### src/rtl/ysyx_icache.sv
// Direct-mapped read-only instruction cache: 16 lines x 4 words, refilled word 0..3
// through single-beat reads on the arbiter's IFU port; supports fence.i and hit/miss counters.
module ysyx_icache #(
    parameter int unsigned ADDR_W   = 32,
    parameter int unsigned DATA_W   = 32,
    parameter int unsigned SET_BITS = 4
) (
    input  logic              clk,
    input  logic              rst,
    input  logic [ADDR_W-1:0] pc_i,
    input  logic              pc_valid_i,
    output logic              req_ready_o,
    output logic [DATA_W-1:0] inst_o,
    output logic              inst_valid_o,
    input  logic              fence_i,
    output logic [ADDR_W-1:0] bus_araddr_o,
    output logic              bus_arvalid_o,
    input  logic [DATA_W-1:0] bus_rdata_i,
    input  logic              bus_rvalid_i,
    output logic [31:0]       hit_cnt_o,
    output logic [31:0]       miss_cnt_o
);
    localparam int unsigned Sets = 1 << SET_BITS;
    localparam int unsigned TagW = ADDR_W - 4 - SET_BITS;

    typedef enum logic [2:0] {StIdle, StLookup, StRefill, StGap, StResp} state_e;

    state_e            r_state;
    state_e            w_state_next;
    logic [ADDR_W-1:0] r_req_addr;
    logic [1:0]        r_cnt;
    logic [Sets-1:0]   r_valid;
    logic              r_poison;
    logic [DATA_W-1:0] r_inst;
    logic [31:0]       r_hit_cnt;
    logic [31:0]       r_miss_cnt;
    logic [TagW-1:0]   r_tag  [Sets];
    logic [DATA_W-1:0] r_data [Sets][4];

    logic [TagW-1:0]     w_req_tag;
    logic [SET_BITS-1:0] w_req_idx;
    logic [1:0]          w_req_word;
    logic                w_hit;
    logic                w_accept;
    logic                w_inst_valid;
    logic [DATA_W-1:0]   w_line_word;
    logic                w_unused;

    assign w_req_tag   = r_req_addr[ADDR_W-1:4+SET_BITS];
    assign w_req_idx   = r_req_addr[3+SET_BITS:4];
    assign w_req_word  = r_req_addr[3:2];
    assign w_hit       = r_valid[w_req_idx] && (r_tag[w_req_idx] == w_req_tag);
    assign w_accept    = (r_state == StIdle) && pc_valid_i && !fence_i;
    assign w_line_word = r_data[w_req_idx][w_req_word];
    assign w_unused    = ^r_req_addr[1:0];

    always_ff @(posedge clk or posedge rst) begin
        if (rst) begin
            r_state <= StIdle;
        end else begin
            r_state <= w_state_next;
        end
    end

    always_comb begin
        w_state_next = r_state;
        unique case (r_state)
            StIdle:   if (w_accept) w_state_next = StLookup;
            StLookup: w_state_next = w_hit ? StIdle : StRefill;
            StRefill: if (bus_rvalid_i) w_state_next = (r_cnt == 2'd3) ? StResp : StGap;
            StGap:    w_state_next = StRefill;
            StResp:   w_state_next = StIdle;
            default:  w_state_next = StIdle;
        endcase
    end

    always_comb begin
        req_ready_o   = (r_state == StIdle) && !fence_i;
        w_inst_valid  = ((r_state == StLookup) && w_hit) || (r_state == StResp);
        inst_valid_o  = w_inst_valid;
        inst_o        = w_inst_valid ? w_line_word : r_inst;
        bus_arvalid_o = (r_state == StRefill);
        bus_araddr_o  = '0;
        if (r_state == StRefill) begin
            bus_araddr_o = {w_req_tag, w_req_idx, r_cnt, 2'b00};
        end
    end

    assign hit_cnt_o  = r_hit_cnt;
    assign miss_cnt_o = r_miss_cnt;

    always_ff @(posedge clk or posedge rst) begin
        if (rst) begin
            r_req_addr <= '0;
            r_cnt      <= '0;
            r_valid    <= '0;
            r_poison   <= 1'b0;
            r_inst     <= '0;
            r_hit_cnt  <= '0;
            r_miss_cnt <= '0;
        end else begin
            if (w_accept) r_req_addr <= pc_i;
            if (r_state == StLookup) begin
                if (w_hit) begin
                    r_hit_cnt <= r_hit_cnt + 32'd1;
                end else begin
                    r_miss_cnt <= r_miss_cnt + 32'd1;
                    r_cnt      <= 2'd0;
                end
            end
            if ((r_state == StRefill) && bus_rvalid_i) r_cnt <= r_cnt + 2'd1;
            if (w_inst_valid) r_inst <= w_line_word;
            if (fence_i) r_valid <= '0;
            // A fence landing in the RESP cycle itself must also keep the line invalid.
            if (r_state == StResp) r_valid[w_req_idx] <= !(r_poison || fence_i);
            if (fence_i && (r_state inside {StRefill, StGap, StResp})) r_poison <= 1'b1;
            if ((w_state_next == StIdle) && (r_state != StIdle)) r_poison <= 1'b0;
        end
    end

    always_ff @(posedge clk) begin
        if ((r_state == StRefill) && bus_rvalid_i) r_data[w_req_idx][r_cnt] <= bus_rdata_i;
        if (r_state == StResp) r_tag[w_req_idx] <= w_req_tag;
    end

endmodule
### config.mk
export PLATFORM = sky130hd
export DESIGN_NAME = ysyx_icache
export DESIGN_NICKNAME = d
export VERILOG_FILES = /design/src/rtl/ysyx_icache.sv
export SDC_FILE = /design/constraint.sdc
export NUM_CORES = 2
export LEC_CHECK = 0
export BUFFER_PORTS_ARGS = -buffer_cell sky130_fd_sc_hd__buf_2
export CELL_PAD_IN_SITES_DETAIL_PLACEMENT = 0
export CELL_PAD_IN_SITES_GLOBAL_PLACEMENT = 2
export CORE_ASPECT_RATIO = 0.6
export CORE_MARGIN = 4
export CORE_UTILIZATION = 53
export CTS_BUF_LIST = sky130_fd_sc_hd__clkbuf_4
export CTS_CLUSTER_DIAMETER = 100
export DETAILED_ROUTE_END_ITERATION = 12
export PLACE_DENSITY = 0.94
export SLEW_MARGIN = 20
export SYNTH_ARGS = -nofsm -noshare
export SYNTH_HDL_FRONTEND = slang
export SYNTH_SLANG_ARGS = --single-unit
### constraint.sdc
create_clock -name clk -period 5.75 [get_ports clk]
set_input_delay 0.8625 -clock clk [delete_from_list [all_inputs] [get_ports clk]]
set_output_delay 0.8625 -clock clk [all_outputs]
set_load 0.02 [all_outputs]
==> impl_metrics.csv <==
group,metric,value,unit
critical_path,cp_data_arrival_time,5.30,ns
cells_and_area,final_common_cell,"edfxtp_1",
floorplan,core,185600,µm²
critical_path,end_kind,"primary output",
worst_hold_path,min_path_type,"input port to flip-flop",
critical_path,critPathLaunch,"r_req_addr[4]$_DFFE_PP0P_",
synthesis,syn_area,99580,µm²
clocking,cts_root_buffer,"clkbuf_4",
route,vias_per_cell,6.445,
cells_and_area,syn2layout_area_growth,14.10,%
outcome,status,"complete, but fails checks",
route,route.detailed.drc,0,
floorplan,die_area,195100,µm²
route,wire_per_inst,32.05,µm
floorplan,core.rowCount,122,
global_routing,grt_pass1_wl,364300,µm
cells_and_area,fillers,12440,
critical_path,cp.required,4.89,ns
placed_design,port_buffers,195,
synthesis,synthFlopType,"edfxtp_1",
critical_path,path_class,"flip-flop to primary output",
timing,slew_headroom,5.523,%
timing,final.setup_skew,0.1271,ns
timing,final-max-slew-violation-count,0,
cells_and_area,layout.cells.most_common_list,"edfxtp_1 (2432), clkbuf_4 (847), mux4_2 (737)",
run,drv_cap,0,
synthesis,ys_seq_area_share,77.06,%
synthesis,ys_ff_latch,2580,
clocking,cts_tree,"done",
timing,hold_ws,0.1063,ns
synthesis,syn_inst,4269,
cells_and_area,seq_area,76750,µm²
global_routing,track_usage,26.02,%
route,ant_nets,0,
critical_path,path_max_fanout,8,
synthesis,synth.distinct_cells,68,
clocking,clk_pin_slew,0.07,ns
synthesis,ys_warn_count,0,
cells_and_area,finalNetCount,5125,
clocking,clk_latency,1.22,ns
route,wirelength,254600,µm
placed_design,dpl_cell_area,104900,µm²
floorplan,io_pins,200,
clocking,cts.sinks,2580,
global_routing,grt-ovfl-total,0,
outcome,violations,"negative setup slack",
cells_and_area,design_area,113600,µm²
clocking,htreeDepth,6,
route,first_pass_iters,5,
global_routing,antenna_found_initial,16,
route,vias,51190,
placed_design,dp_hpwl,141200,µm
timing,setup_viol,33,
timing,max_freq,162.2,MHz
worst_hold_path,min_from,"bus_rdata_i[17]",
power,powerDensity,456.5,nW/µm²
placed_design,place.gp.congestion,0.8055,
critical_path,timing.rr.start,"r_req_addr[4]$_DFFE_PP0P_",
power,vdd_drop_max,405.8,µV
cells_and_area,drive_gt1_share,40.71,%
timing,fin_crit,6.164,ns
floorplan,start_util,53.65,%
timing,finalCritPeriodShare,107.2,%
cells_and_area,final_util,61.21,%
synthesis,async_flop_share,5.736,%
timing,rsz0062_at_grt,"yes",
timing,finalHoldViolCount,0,
timing,worstMarginPinSlew,1.417,ns
floorplan,die_y,343.8,µm
synthesis,synth-edff-count,2432,
power,leakage,0.03735,µW
critical_path,start_kind,"flip-flop",
global_routing,grt_max_degree,181,
global_routing,grt_pass1_vias,51470,
route,drt_iter0_drc,7639,
synthesis,syn_area_per_cell,23.33,µm²
clocking,cts_buffers,586,
floorplan,die_x,567.6,µm
timing,finalWorstSetupSlack,-0.4139,ns
clocking,clockBufferDepth,4,
cells_and_area,multiInputGateArea,22550,µm²
layer usage:
layer / vias to the layer above / track usage [%] / part of all wire [%]
met5: - / 0 / 0.011
met4: 6 / 8.481 / 2.9
met3: 476 / 6.760 / 13
met2: 4099 / 38.20 / 46
met1: 26550 / 38.78 / 38
li1: 20060 / - / -
power by group:
| part | internal [µW] | leakage [µW] | switching (µW) |
|---|---|---|---|
| logic | 7120 | 0.00909 | 8060 |
| registers | 21500 | 0.0239 | 629 |
| clock network | 7460 | 0.00440 | 7130 |
Yosys cell counts (7+ instances only):
cell type,n,share of area [%]
inv_1,16,0.060
nor2_1,106,0.40
a21oi_1,9,0.045
buf_4,15,0.11
nor4b_1,7,0.062
clkbuf_1,111,0.42
mux2_4,29,0.44
dfrtp_1,148,3.7
buf_2,24,0.12
nor4_1,18,0.11
and3_1,20,0.13
a22oi_1,25,0.19
buf_1,71,0.27
mux2i_1,92,0.92
a211oi_1,18,0.14
o21ai_0,12,0.060
nand4_1,20,0.13
mux4_2,737,17
mux2_2,36,0.41
xnor2_1,44,0.39
a22o_1,12,0.11
xor2_1,38,0.33
nor3_1,13,0.065
and2_1,38,0.24
and4_1,9,0.079
nand3_1,25,0.13
edfxtp_1,2432,73
nand2_1,61,0.23
timing repair:
item                                    CTS  global route
endpoints found under the setup margin   33            33
pin swaps                                 1             2
gates resized for setup                  85            26
gates cloned                              4             2
hold buffers                             33             0
setup buffers                            11             5
endpoints found under the hold margin    85             0
area by class of cell:
cell class | instances | area share, %
Sequential cell | 2580 | 67.55
Multi-Input combinational cell | 1447 | 19.85
Clock buffer | 847 | 5.596
Timing Repair Buffer | 418 | 3.229
Tap cell | 2480 | 2.731
Clock inverter | 146 | 0.9581
Inverter | 17 | 0.06717
Antenna cell | 8 | 0.01762
registers in the layout, summed over array words and instances, names as in the netlist:
name and flops:
hit_cnt_o 32, miss_cnt_o 32, r_cnt 2, r_data 2048
r_inst 32, r_poison 1, r_req_addr 30, r_state 3
r_tag 384, r_valid 16
through the flow:
stage,total power (µW),setup TNS [ns],instances,setup WS [ns]
2_1_floorplan,31950,0,4270,0.8679
3_3_place_gp,36740,0,6874,0.4079
3_5_place_dp,37060,0,6883,0.3820
4_1_cts,51940,-16.54,7924,-0.5404
5_1_grt,53910,-20.92,7941,-0.6664
6_report,51870,-12.58,7943,-0.4139
critical path, stage by stage (launching register included):
cell       delay [ns]
dfrtp_4          0.44
buf_12           0.18
buf_16           0.17
mux4_2           0.51
mux4_2           0.51
xnor2_2          0.16
buf_6            0.15
o311ai_4         0.09
or3_1            0.32
a2111o_1         0.46
nor3_4           0.27
a21oi_4          0.06
buf_12           0.18
clkbuf_16        0.18
mux2_4           0.31
buf_6            0.13
final timing paths:
path | endpoint | slack [ns] | cells past startpoint
worst max-delay path | inst_o[18] | -0.41 | 15
worst min-delay path | r_data[2][113]$_DFFE_PP_ | 0.11 | 1
worst max register to register | hit_cnt_o[1]$_DFFE_PP0P_ | 1.47 | 14
worst min register to register | miss_cnt_o[31]$_DFFE_PP0P_ | 0.46 | 1
max in group asynchronous | r_req_addr[5]$_DFFE_PP0P_ | 4.12 | 4
min in group asynchronous | hit_cnt_o[3]$_DFFE_PP0P_ | 0.20 | 3
cells by family after synthesis:
family          Yosys count  share of synthesized area [%]
flops                  2580                          77.06
mux                     894                          18.44
simple gates            345                          1.782
buf+inv                 243                          1.040
compound gates          118                         0.8796
xor+xnor                 82                         0.7212
fa+ha+maj                 6                        0.07539
other cells               1                       0.003766
Note: power is estimated with default switching activity, not from simulation.
